`config.mk`:
```
export PLATFORM = sky130hd
export DESIGN_NAME = bus_rr_arbiter
export DESIGN_NICKNAME = d
export VERILOG_FILES = /design/src/rtl/bus_rr_arbiter.sv
export SDC_FILE = /design/constraint.sdc
export NUM_CORES = 1
export LEC_CHECK = 0
export BUFFER_PORTS_ARGS = -buffer_cell sky130_fd_sc_hd__clkbuf_2
export CORE_MARGIN = 1
export CORE_UTILIZATION = 35
export CTS_BUF_LIST = sky130_fd_sc_hd__clkbuf_8
export DETAILED_ROUTE_END_ITERATION = 10
export GPL_TIMING_DRIVEN = 0
export PLACE_DENSITY = 0.69
export SETUP_SLACK_MARGIN = 0.2
export SLEW_MARGIN = 5
export SYNTH_ARGS = -nofsm -noshare
export SYNTH_HDL_FRONTEND = slang
export SYNTH_SLANG_ARGS = --single-unit
```
`constraint.sdc`:
```
create_clock -name clk -period 1.8 [get_ports clk]
set_clock_uncertainty 0.15 [all_clocks]
set_input_delay 0 -clock clk [delete_from_list [all_inputs] [get_ports clk]]
set_output_delay 0 -clock clk [all_outputs]
set_load 0.02 [all_outputs]
```
`src/rtl/bus_rr_arbiter.sv`:
```
// bus_rr_arbiter: round-robin owner of the shared broadcast bus.
// Picks one pending driver FIFO, pops its head word, then pushes that word to
// the destination receiver FIFO (or to every other receiver on broadcast).
// Optional statistics counters are compiled in with BUS_ARB_STATS_EN.
module bus_rr_arbiter #(
    parameter  int BITS  = 16,
    parameter  int DRVRS = 4,
    parameter  int ID_W  = 8,
    localparam int IDX_W = $clog2(DRVRS)
) (
    input  logic                   clk,
    input  logic                   reset,
    input  logic [DRVRS-1:0]       pndng,
    input  logic [DRVRS*BITS-1:0]  D_pop,
    output logic [DRVRS-1:0]       pop,
    output logic [DRVRS-1:0]       push,
    output logic [BITS-1:0]        D_push,
    output logic [IDX_W-1:0]       grant_id,
    output logic                   bus_busy,
    output logic                   drop
`ifdef BUS_ARB_STATS_EN
    ,
    output logic [15:0]            xfer_cnt,
    output logic [15:0]            drop_cnt
`endif
);

    typedef enum logic [1:0] {
        IDLE    = 2'd0,
        GRANT   = 2'd1,
        DELIVER = 2'd2
    } state_t;

    localparam logic [IDX_W:0]     DRVRS_EXT = (IDX_W+1)'(DRVRS);
    localparam logic [ID_W-1:0]    BCAST     = {ID_W{1'b1}};
    localparam logic [ID_W-1:0]    DRVRS_ID  = ID_W'(DRVRS);
    localparam logic [DRVRS-1:0]   ONE_HOT0  = {{(DRVRS-1){1'b0}}, 1'b1};

    state_t             r_state;
    state_t             w_nextState;
    logic [IDX_W-1:0]   r_ptr;
    logic [IDX_W-1:0]   r_grantId;
    logic [BITS-1:0]    r_dPush;

    logic               w_anyPending;
    logic               w_found;
    logic [IDX_W-1:0]   w_winner;
    logic [IDX_W:0]     w_cand;
    logic [BITS-1:0]    w_popWords [DRVRS];
    logic [ID_W-1:0]    w_dest;
    logic [DRVRS-1:0]   w_grantOneHot;
    logic [DRVRS-1:0]   w_deliverPush;
    logic               w_deliverDrop;

    assign w_anyPending  = |pndng;
    assign w_grantOneHot = ONE_HOT0 << r_grantId;
    assign w_dest        = r_dPush[BITS-1 -: ID_W];

    // Split the flat head-word bus into one word per driver.
    always_comb begin
        for (int d = 0; d < DRVRS; d++) begin
            w_popWords[d] = D_pop[d*BITS +: BITS];
        end
    end

    // Round-robin search: first pending driver after the pointer, wrapping.
    always_comb begin
        w_found  = 1'b0;
        w_winner = r_ptr;
        w_cand   = '0;
        for (int i = 1; i <= DRVRS; i++) begin
            w_cand = {1'b0, r_ptr} + (IDX_W+1)'(i);
            if (w_cand >= DRVRS_EXT) begin
                w_cand = w_cand - DRVRS_EXT;
            end
            if (!w_found && pndng[w_cand[IDX_W-1:0]]) begin
                w_found  = 1'b1;
                w_winner = w_cand[IDX_W-1:0];
            end
        end
    end

    // Destination decode of the latched word: broadcast, unicast or discard.
    always_comb begin
        w_deliverPush = '0;
        w_deliverDrop = 1'b0;
        if (w_dest == BCAST) begin
            w_deliverPush = ~w_grantOneHot;
        end else if ((w_dest < DRVRS_ID) && (w_dest != ID_W'(r_grantId))) begin
            w_deliverPush = ONE_HOT0 << w_dest;
        end else begin
            w_deliverDrop = 1'b1;
        end
    end

    // FSM state register.
    always_ff @(posedge clk or negedge reset) begin
        if (!reset) begin
            r_state <= IDLE;
        end else begin
            r_state <= w_nextState;
        end
    end

    // FSM next-state: a transfer always takes GRANT then DELIVER.
    always_comb begin
        w_nextState = r_state;
        case (r_state)
            IDLE:    if (w_anyPending) w_nextState = GRANT;
            GRANT:   w_nextState = DELIVER;
            DELIVER: w_nextState = w_anyPending ? GRANT : IDLE;
            default: w_nextState = IDLE;
        endcase
    end

    // Arbitration result, pointer and captured bus word.
    always_ff @(posedge clk or negedge reset) begin
        if (!reset) begin
            r_ptr     <= IDX_W'(DRVRS-1);
            r_grantId <= '0;
            r_dPush   <= '0;
        end else begin
            if (((r_state == IDLE) || (r_state == DELIVER)) && w_anyPending) begin
                r_grantId <= w_winner;
                r_ptr     <= w_winner;
            end
            if (r_state == GRANT) begin
                r_dPush <= w_popWords[r_grantId];
            end
        end
    end

    // Strobes are decoded from state so an async reset clears them at once.
    always_comb begin
        pop      = (r_state == GRANT)   ? w_grantOneHot : '0;
        push     = (r_state == DELIVER) ? w_deliverPush : '0;
        drop     = (r_state == DELIVER) ? w_deliverDrop : 1'b0;
        bus_busy = (r_state != IDLE);
        D_push   = r_dPush;
        grant_id = r_grantId;
    end

`ifdef BUS_ARB_STATS_EN
    // Saturating transfer and discard counters.
    always_ff @(posedge clk or negedge reset) begin
        if (!reset) begin
            xfer_cnt <= '0;
            drop_cnt <= '0;
        end else begin
            if ((r_state == DELIVER) && (w_deliverPush != '0) && (xfer_cnt != 16'hFFFF)) begin
                xfer_cnt <= xfer_cnt + 16'd1;
            end
            if ((r_state == DELIVER) && w_deliverDrop && (drop_cnt != 16'hFFFF)) begin
                drop_cnt <= drop_cnt + 16'd1;
            end
        end
    end
`endif

endmodule

```
==> flow_summary.json, run 1 <==
{
  "die_h_um": 69.2,
  "final_nets": 316,
  "cts_tree": "built",
  "drive_gt1_share_pct": 71.8,
  "cts_buffers": 3,
  "synth_edf_count": 0,
  "max_slew_margin_pct": 62.2,
  "synthTopCellsByArea": "dfrtp_1 32%, mux4_2 23%, mux2_2 11%",
  "cp-start-kind": "flip-flop",
  "fill_cells": 366,
  "final_cell_mix": "89 x clkbuf_2, 16 x dfrtp_1, 16 x mux4_2, 16 x mux2_4",
  "drc": 0,
  "postSynthAreaPerCell_sq_um": 12.1,
  "gp_congestion": 0.780,
  "synth_cells": 131,
  "whs_ns": 0.0348,
  "synth_top_family_by_area": "multiplexers",
  "max_stage_delay_ns": 0.55,
  "worstPathArrival_ns": 2.07,
  "yosys.area.top_type": "dfrtp_1",
  "synth_seq_cells": 22,
  "synthAdderAreaFrac_pct": 0,
  "final_common_cell": "clkbuf_2",
  "synthToLayoutAreaGrowth_pct": 64.7,
  "dpl-instance-area_sq_mm": 0.00220,
  "rsz0062_at_grt": "true",
  "worst_pin_slew_ns": 0.567,
  "yosysTopAreaCellShare_pct": 31.6,
  "io_buffers": 96,
  "finalWirelength_mm": 4.68,
  "wl_per_cell_um": 15.8,
  "p_leak_nw": 1.23,
  "synth-compound-area-share_pct": 11.5,
  "critPathRequiredTime_ns": 1.65,
  "critPathKind": "flip-flop to output pin",
  "cap_viol_max_count": 0,
  "ant_nets": 0,
  "die_x_um": 69.2,
  "diodes": 0,
  "vias": 1514,
  "grt.total_usage_pct": 19.6,
  "setup_viol": 19,
  "hold_path.class": "primary input to flip-flop",
  "cts_max_level": 1,
  "synthMuxAreaShare_pct": 34.8,
  "synth_nets": 201,
  "worst_slack_ns": -0.416,
  "irDropWorstVdd_mv": 0.767,
  "start_util_pct": 36.4,
  "critical-path-slowest-cell": "or4_4",
  "fin_area_sq_mm": 0.00261,
  "place.detailed.hpwl_mm": 3.50,
  "period_minus_slack_ns": 2.22,
  "failed_checks": "setup timing",
  "dr.pass1.iters": 4,
  "grt_max_degree": 23,
  "synth_xor_area_share_pct": 1.11,
  "ioPinCount": 98,
  "synth_area_sq_mm": 0.00158,
  "grt_pass1_wl_mm": 7.38,
  "cts_buffer_depth": 2,
  "hold_viol_final": 0,
  "drtIter0Drc": 46,
  "synth-async-reset-ratio_pct": 100,
  "grt.overflow.total": 0,
  "antenna_found_initial": 0,
  "synth_sequential_area_ratio_pct": 34.9,
  "crit_path_end_kind": "output pin",
  "ys_warn_count": 0,
  "synth-simple-area-share_pct": 13.0,
  "cts_root_buf": "clkbuf_8",
  "path_cells": "or4_4 > a2111oi_4 > nand3b_1 > a21oi_4 > buf_8",
  "post-route-period-util_pct": 123,
  "rows": 24,
  "core_sq_mm": 0.00435,
  "viasPerCell": 5.10,
  "power_density_mw_per_mm2": 1590,
  "max_freq_ghz": 0.451,
  "clkSlewWorstSetupHoldPaths_ns": 0.08,
  "insertion_delay_ns": 0.26,
  "synthDistinctLibCells": 34,
  "crit_fanout": 5,
  "dp_slack_ns": -0.160,
  "clock_sinks": 22,
  "fin_setup_tns_ns": -2.89,
  "synth_top_flop_cell": "dfrtp_1",
  "grt_pass1_vias": 1516,
  "status": "finished, violations left",
  "timing.final.max_slew_violations": 0,
  "die_area_sq_mm": 0.00479
}
[sequential cells by signal (all words and copies together), names as in the netlist]
register / count
D_push: 16
grant_id: 2
r_state: 2
r_ptr: 2
[through the flow]
stage                     power, W  std cells  util, %
after global placement     0.00308        279     50.6
after global routing       0.00438        297     59.9
final                      0.00414        297     59.9
after detailed placement   0.00314        279     50.6
after CTS                  0.00401        291     57.8
after floorplan            0.00253        131        -
[kinds of logic (layout without fill, tap and decap cells)]
kind of cell              Yosys count  in the layout
muxes                              33             33
DFF                                22             22
AOI/OAI and AO/OA                  22             22
and+or+nand+nor                    37             37
xor gates and xnor gates            2              2
buffers and inverters              15            129
[cell usage after synthesis (3+ instances only)]
| master | n |
|---|---|
| nand3b_1 | 3 |
| mux4_2 | 16 |
| dfrtp_1 | 20 |
| a21oi_1 | 7 |
| inv_1 | 5 |
| nor2b_1 | 3 |
| clkbuf_1 | 3 |
| nand2b_1 | 5 |
| nand2_1 | 5 |
| nor2_1 | 10 |
| mux2_2 | 16 |
| o21ai_0 | 5 |
| a21o_1 | 3 |
[final cells by class]
cell class	instances	area [sq um]	area share [%]
buffer	10	105	4.03
multi-input combinational	94	1080	41.6
clock buffer	3	41.3	1.58
tap	52	65.1	2.50
clock inverter	1	3.75	0.144
inverter	5	21.3	0.816
sequential	22	558	21.4
timing repair buffer	110	729	28.0
[path summary, 6_finish.rpt]
check,from,slack (ns),cells after the start,to
worst max-delay path,D_push[11],-0.42,5,push[2]
worst min-delay path,D_pop[40],0.03,3,D_push[8]
worst max register to register,grant_id[0],-0.10,6,D_push[7]
worst min register to register,D_push[0],0.37,1,D_push[0]
max in group asynchronous,reset,0.98,2,grant_id[0]
min in group asynchronous,reset,0.11,2,D_push[2]
[power by group]
part	internal [W]	switching (W)	leakage (nW)
Sequential	0.000763	0.000239	0.251
Clock	0.000152	0.000155	0.0269
Combinational	0.00159	0.00124	0.953
Total	0.00250	0.00164	1.23
[worst max-delay path, delay by kind of cell, from the launching register on]
kind                   cells  cell delay [ns]
AOI/OAI and AO/OA          2             0.52
buffers and inverters      1             0.13
DFF                        1             0.41
and+or+nand+nor            2             0.76
[timing repair]
item | in CTS | in global routing
gates resized for setup | 44 | 22
setup buffers | 5 | 6
hold buffers | 1 | 0
endpoints found under the setup margin | 27 | 28
hold endpoints to repair | 22 | 0
gates cloned | 2 | 0
pin swaps | 4 | 0
[per-layer routing]
metal | GRT usage, % | wire, um | up-vias
met2 | 34.2 | 2510 | 42
met5 | 0 | 0 | -
met3 | 2.76 | 129 | 2
met4 | 4.54 | 34 | 0
li1 | - | - | 725
met1 | 25.6 | 2000 | 745
No activity file was read; power rests on OpenSTA's default activity.
==> run 2: changes to the inputs <==
--- a/config.mk
+++ b/config.mk
@@ -8,7 +8,6 @@
 export BUFFER_PORTS_ARGS = -buffer_cell sky130_fd_sc_hd__clkbuf_2
 export CORE_MARGIN = 1
 export CORE_UTILIZATION = 35
-export CTS_BUF_LIST = sky130_fd_sc_hd__clkbuf_8
 export DETAILED_ROUTE_END_ITERATION = 10
 export GPL_TIMING_DRIVEN = 0
 export PLACE_DENSITY = 0.69
==> run 2 against run 1 <==
Compared with the run above: the run still ends with setup timing left; critical endpoint unchanged; sequential power about the same; hold slack about the same; clock power increased by 2%; highest routed layer unchanged; core utilization unchanged; critical path type unchanged; via count is essentially flat; critical path depth stayed put; routed wire length is the same.
==> flow_summary.json, run 2 (same netlist as run 1, synthesis figures left out) <==
{
  "dp_slack_ns": -0.160,
  "drc": 0,
  "fin_area_sq_mm": 0.00261,
  "hold_viol_final": 0,
  "cts_buffers": 3,
  "start_util_pct": 36.4,
  "path_cells": "or4_4 > a2111oi_4 > nand3b_1 > a21oi_4 > buf_8",
  "crit_path_end_kind": "output pin",
  "cts_max_level": 1,
  "critPathRequiredTime_ns": 1.65,
  "failed_checks": "setup timing",
  "p_leak_nw": 1.23,
  "dr.pass1.iters": 4,
  "fill_cells": 366,
  "critPathKind": "flip-flop to output pin",
  "whs_ns": 0.0348,
  "clkSlewWorstSetupHoldPaths_ns": 0.08,
  "ff2ff_setup_slack_ns": -0.10,
  "multi_input_area_sq_mm": 0.00108,
  "insertion_delay_ns": 0.26,
  "cts_root_buf": "clkbuf_8",
  "ant_nets": 0,
  "rr_startpoint": "grant_id[0]",
  "critPathBufInv": 1,
  "max_stage_delay_ns": 0.55,
  "worst_pin_slew_ns": 0.567,
  "hold_path.class": "primary input to flip-flop",
  "largest_register_ffs": 16,
  "setup_viol": 19,
  "dpl-instance-area_sq_mm": 0.00220,
  "cts_buffer_depth": 2,
  "wl_per_cell_um": 15.8,
  "grt.total_usage_pct": 19.6,
  "max_freq_ghz": 0.451,
  "rsz0062_at_grt": "true",
  "diodes": 0,
  "irDropWorstVdd_mv": 0.767,
  "period_minus_slack_ns": 2.22,
  "io_buffers": 96,
  "cp-start-kind": "flip-flop",
  "worstPathArrival_ns": 2.07,
  "crit_family": "simple AND/OR/NAND/NOR gates",
  "place.detailed.hpwl_mm": 3.50,
  "status": "finished, violations left",
  "startpoint": "D_push[11]",
  "cap_viol_max_count": 0,
  "final_common_cell": "clkbuf_2",
  "crit_fanout": 5,
  "timing.final.max_slew_violations": 0,
  "grt_pass1_vias": 1516,
  "die_h_um": 69.2,
  "regArea_sq_um": 558,
  "grt.overflow.total": 0,
  "drtIter0Drc": 46,
  "max_slew_margin_pct": 62.2,
  "core_sq_mm": 0.00435,
  "fin_setup_tns_ns": -2.89,
  "die_area_sq_mm": 0.00479,
  "worstHoldStart": "D_pop[40]",
  "gp_congestion": 0.780,
  "ioPinCount": 98,
  "synthToLayoutAreaGrowth_pct": 64.7,
  "drive_gt1_share_pct": 71.8,
  "viasPerCell": 5.10,
  "final_cell_mix": "89 x clkbuf_2, 16 x dfrtp_1, 16 x mux4_2, 16 x mux2_4",
  "clock_sinks": 22,
  "critical-path-slowest-cell": "or4_4",
  "finalWirelength_mm": 4.68,
  "final_nets": 316,
  "cts_tree": "built",
  "post-route-period-util_pct": 123,
  "vias": 1515,
  "antenna_found_initial": 0,
  "die_x_um": 69.2,
  "rows": 24,
  "grt_pass1_wl_mm": 7.38,
  "power_density_mw_per_mm2": 1590,
  "grt_max_degree": 23,
  "worst_slack_ns": -0.416
}
[run 2: worst register-to-register path: cells and delay by family (launching register included)]
family   cells  cell delay (ns)
flops        1             0.42
mux          2             0.69
buf+inv      4             0.52
[run 2: what timing repair did]
action | 4_1_cts | 5_1_grt
cloned | 2 | 0
resized for setup | 44 | 22
buffers inserted | 5 | 6
pin swaps | 4 | 0
hold endpoints to repair | 22 | 0
hold buffers | 1 | 0
endpoints found under the setup margin | 27 | 28
[run 2: worst paths after layout]
check / to / cells after the start
setup / recovery: push[2] / 5
hold / removal: D_push[8] / 3
setup reg to reg: D_push[7] / 6
hold reg to reg: D_push[0] / 1
max in group asynchronous: grant_id[0] / 2
min in group asynchronous: D_push[2] / 2
[run 2: area by class of cell]
class	count	area share, %
buffer	10	4.03
clock buffer	4	1.73
inverter	5	0.816
multi-input combinational	94	41.6
sequential	22	21.4
tap	52	2.50
timing repair buffer	110	28.0
[run 2: per-stage QoR]
step	utilization [%]	power (W)	std cells
6_report	59.9	0.00414	297
5_1_grt	59.9	0.00439	297
4_1_cts	57.8	0.00401	291
3_5_place_dp	50.6	0.00314	279
3_3_place_gp	50.6	0.00308	279
2_1_floorplan	-	0.00253	131
[run 2: routing by layer]
metal / up-vias / part of all wire, % / track usage [%]
li1: 725 / - / -
met2: 42 / 54 / 34.2
met1: 746 / 43 / 25.6
met4: 0 / 0.73 / 4.54
met5: - / 0 / 0
met3: 2 / 2.8 / 2.76
[run 2: where the power goes]
group | switching [W] | internal, W
logic | 0.00124 | 0.00159
clock network | 0.000155 | 0.000158
registers | 0.000239 | 0.000763
==> run 3: changes to the inputs <==
--- a/config.mk
+++ b/config.mk
@@ -8,9 +8,10 @@
 export BUFFER_PORTS_ARGS = -buffer_cell sky130_fd_sc_hd__clkbuf_2
 export CORE_MARGIN = 1
 export CORE_UTILIZATION = 35
+export CTS_BUF_LIST = sky130_fd_sc_hd__clkbuf_4 sky130_fd_sc_hd__clkbuf_8
 export DETAILED_ROUTE_END_ITERATION = 10
 export GPL_TIMING_DRIVEN = 0
-export PLACE_DENSITY = 0.69
+export PLACE_DENSITY = 0.67
 export SETUP_SLACK_MARGIN = 0.2
 export SLEW_MARGIN = 5
 export SYNTH_ARGS = -nofsm -noshare
==> constraint.sdc (replaced) <==
create_clock -name clk -period 2.35 [get_ports clk]
set_clock_uncertainty 0.15 [all_clocks]
set_input_delay 0 -clock clk [delete_from_list [all_inputs] [get_ports clk]]
set_output_delay 0 -clock clk [all_outputs]
set_load 0.02 [all_outputs]
==> run 3 against run 2 <==
Compared with the run above: the run now ends clean; clock-buffer cell count is 1 lower; global-route usage is 0.49 points lower; first-iteration DRC count is 43% higher; sequential power is 25% lower; largest power group unchanged; critical path type unchanged; via count is 0.86% higher.
==> flow_summary.json, run 3 (same netlist as run 1, synthesis figures left out) <==
{
  "drive_gt1_share_pct": 63.4,
  "sw_frac_of_total_pct": 41.4,
  "grt.overflow.total": 0,
  "cts_buffer_depth": 2,
  "switching_power_w": 0.00111,
  "crit_path_end_kind": "output pin",
  "die_h_um": 69.2,
  "insertion_delay_ns": 0.26,
  "critical-path-slowest-cell": "or4_4",
  "finalWirelength_mm": 4.28,
  "max_stage_delay_ns": 0.53,
  "irDropWorstVdd_mv": 0.466,
  "cts_max_level": 1,
  "post-route-period-util_pct": 91.9,
  "grt_max_degree": 23,
  "p_leak_nw": 1.06,
  "gp_congestion": 0.832,
  "dr.pass1.iters": 4,
  "cp-start-kind": "flip-flop",
  "cts_tree": "built",
  "place.detailed.hpwl_mm": 3.46,
  "whs_ns": 0.0270,
  "critPathKind": "flip-flop to output pin",
  "antenna_found_initial": 0,
  "post-route-util_pct": 51.9,
  "critPathRequiredTime_ns": 2.20,
  "critPathBufInv": 1,
  "io_buffers": 96,
  "vias": 1528,
  "clock_sinks": 22,
  "rsz0062_at_grt": "true",
  "setup_viol": 0,
  "clockPowerShare_pct": 13.3,
  "die_x_um": 69.2,
  "wl_per_cell_um": 14.9,
  "crit_family": "simple AND/OR/NAND/NOR gates",
  "worst_pin_slew_ns": 0.613,
  "clkSlewWorstSetupHoldPaths_ns": 0.08,
  "timing.final.max_slew_violations": 0,
  "diodes": 0,
  "power_density_mw_per_mm2": 1190,
  "power.internal_w": 0.00157,
  "max_slew_margin_pct": 59.1,
  "status": "completed",
  "drtIter0Drc": 66,
  "rr_startpoint": "grant_id[1]",
  "power_frac_seq_pct": 28.1,
  "die_area_sq_mm": 0.00479,
  "fin_setup_tns_ns": 0,
  "grt_pass1_vias": 1593,
  "cts_root_buf": "clkbuf_8",
  "drc": 0,
  "grt_pass1_wl_mm": 7.43,
  "ant_nets": 0,
  "worstPathArrival_ns": 2.01,
  "start_util_pct": 36.4,
  "final_common_cell": "clkbuf_2",
  "crit_fanout": 5,
  "viasPerCell": 5.32,
  "max_freq_ghz": 0.463,
  "core_sq_mm": 0.00435,
  "synthToLayoutAreaGrowth_pct": 42.8,
  "hold_path.class": "primary input to flip-flop",
  "hold_viol_final": 0,
  "ioPinCount": 98,
  "worstHoldStart": "D_pop[52]",
  "startpoint": "D_push[10]",
  "cap_viol_max_count": 0,
  "cts_buffers": 3,
  "rows": 24,
  "largest_register_ffs": 16,
  "combPwrFrac_pct": 58.6,
  "final_cell_mix": "91 x clkbuf_2, 20 x dfrtp_1, 16 x mux4_2, 16 x mux2_2, 10 x nor2_1",
  "grt.total_usage_pct": 19.1,
  "final_nets": 306,
  "period_minus_slack_ns": 2.16,
  "path_cells": "or4_4 > a2111oi_4 > nand3b_1 > a21oi_2 > clkbuf_8"
}
-- run 3: timing repair --
action,in CTS,in global routing
setup endpoints to repair,4,5
pin swaps,4,3
hold buffers,1,0
setup buffers,2,1
resized for setup,6,5
hold endpoints to repair,22,0
-- run 3: per-stage QoR --
stage,worst slack [ns],cells,power [W],area (sq um)
2_1_floorplan,0.411,131,0.00186,1580
3_3_place_gp,0.450,279,0.00228,2130
3_5_place_dp,0.408,279,0.00231,2130
4_1_cts,0.120,286,0.00269,2240
5_1_grt,0.0469,287,0.00286,2260
6_report,0.191,287,0.00268,2260
-- run 3: final timing paths --
path                                  end  slack, ns  cells past startpoint
worst max register to register  D_push[9]       0.40                      3
max in group asynchronous        r_ptr[0]       1.58                      2
worst min-delay path            D_push[4]       0.03                      3
worst max-delay path              push[2]       0.19                      5
worst min register to register  D_push[2]       0.36                      1
min in group asynchronous       D_push[9]       0.09                      2
-- run 3: cell type report --
cell class | count | area, sq um
timing repair buffer | 100 | 533
buffer | 10 | 55.1
clock inverter | 1 | 30.0
tap | 52 | 65.1
multi-input combinational | 94 | 963
sequential | 22 | 553
fill | 403 | 2090
clock buffer | 3 | 41.3
inverter | 5 | 18.8
-- run 3: worst reg2reg max path, stage by stage (launching register included) --
cell     delay [ns]
dfrtp_1        0.49
buf_1          0.52
mux4_2         0.41
mux2_2         0.28
-- run 3: layer usage --
layer | vias to the layer above | part of all wire, % | GRT usage, %
met5 | - | 0 | 0
met4 | 0 | 1.0 | 5.90
met3 | 4 | 4.7 | 3.05
met2 | 50 | 52 | 33.7
met1 | 763 | 42 | 23.8
li1 | 711 | - | -
-- run 3: power by group through the flow --
stage               Clock, W  Sequential (W)  Combinational, W
floorplan                  0        0.000926          0.000934
global placement           0        0.000753           0.00153
detailed placement         0        0.000766           0.00154
CTS                 0.000364        0.000754           0.00157
global route        0.000377        0.000785           0.00169
finish              0.000355        0.000753           0.00157
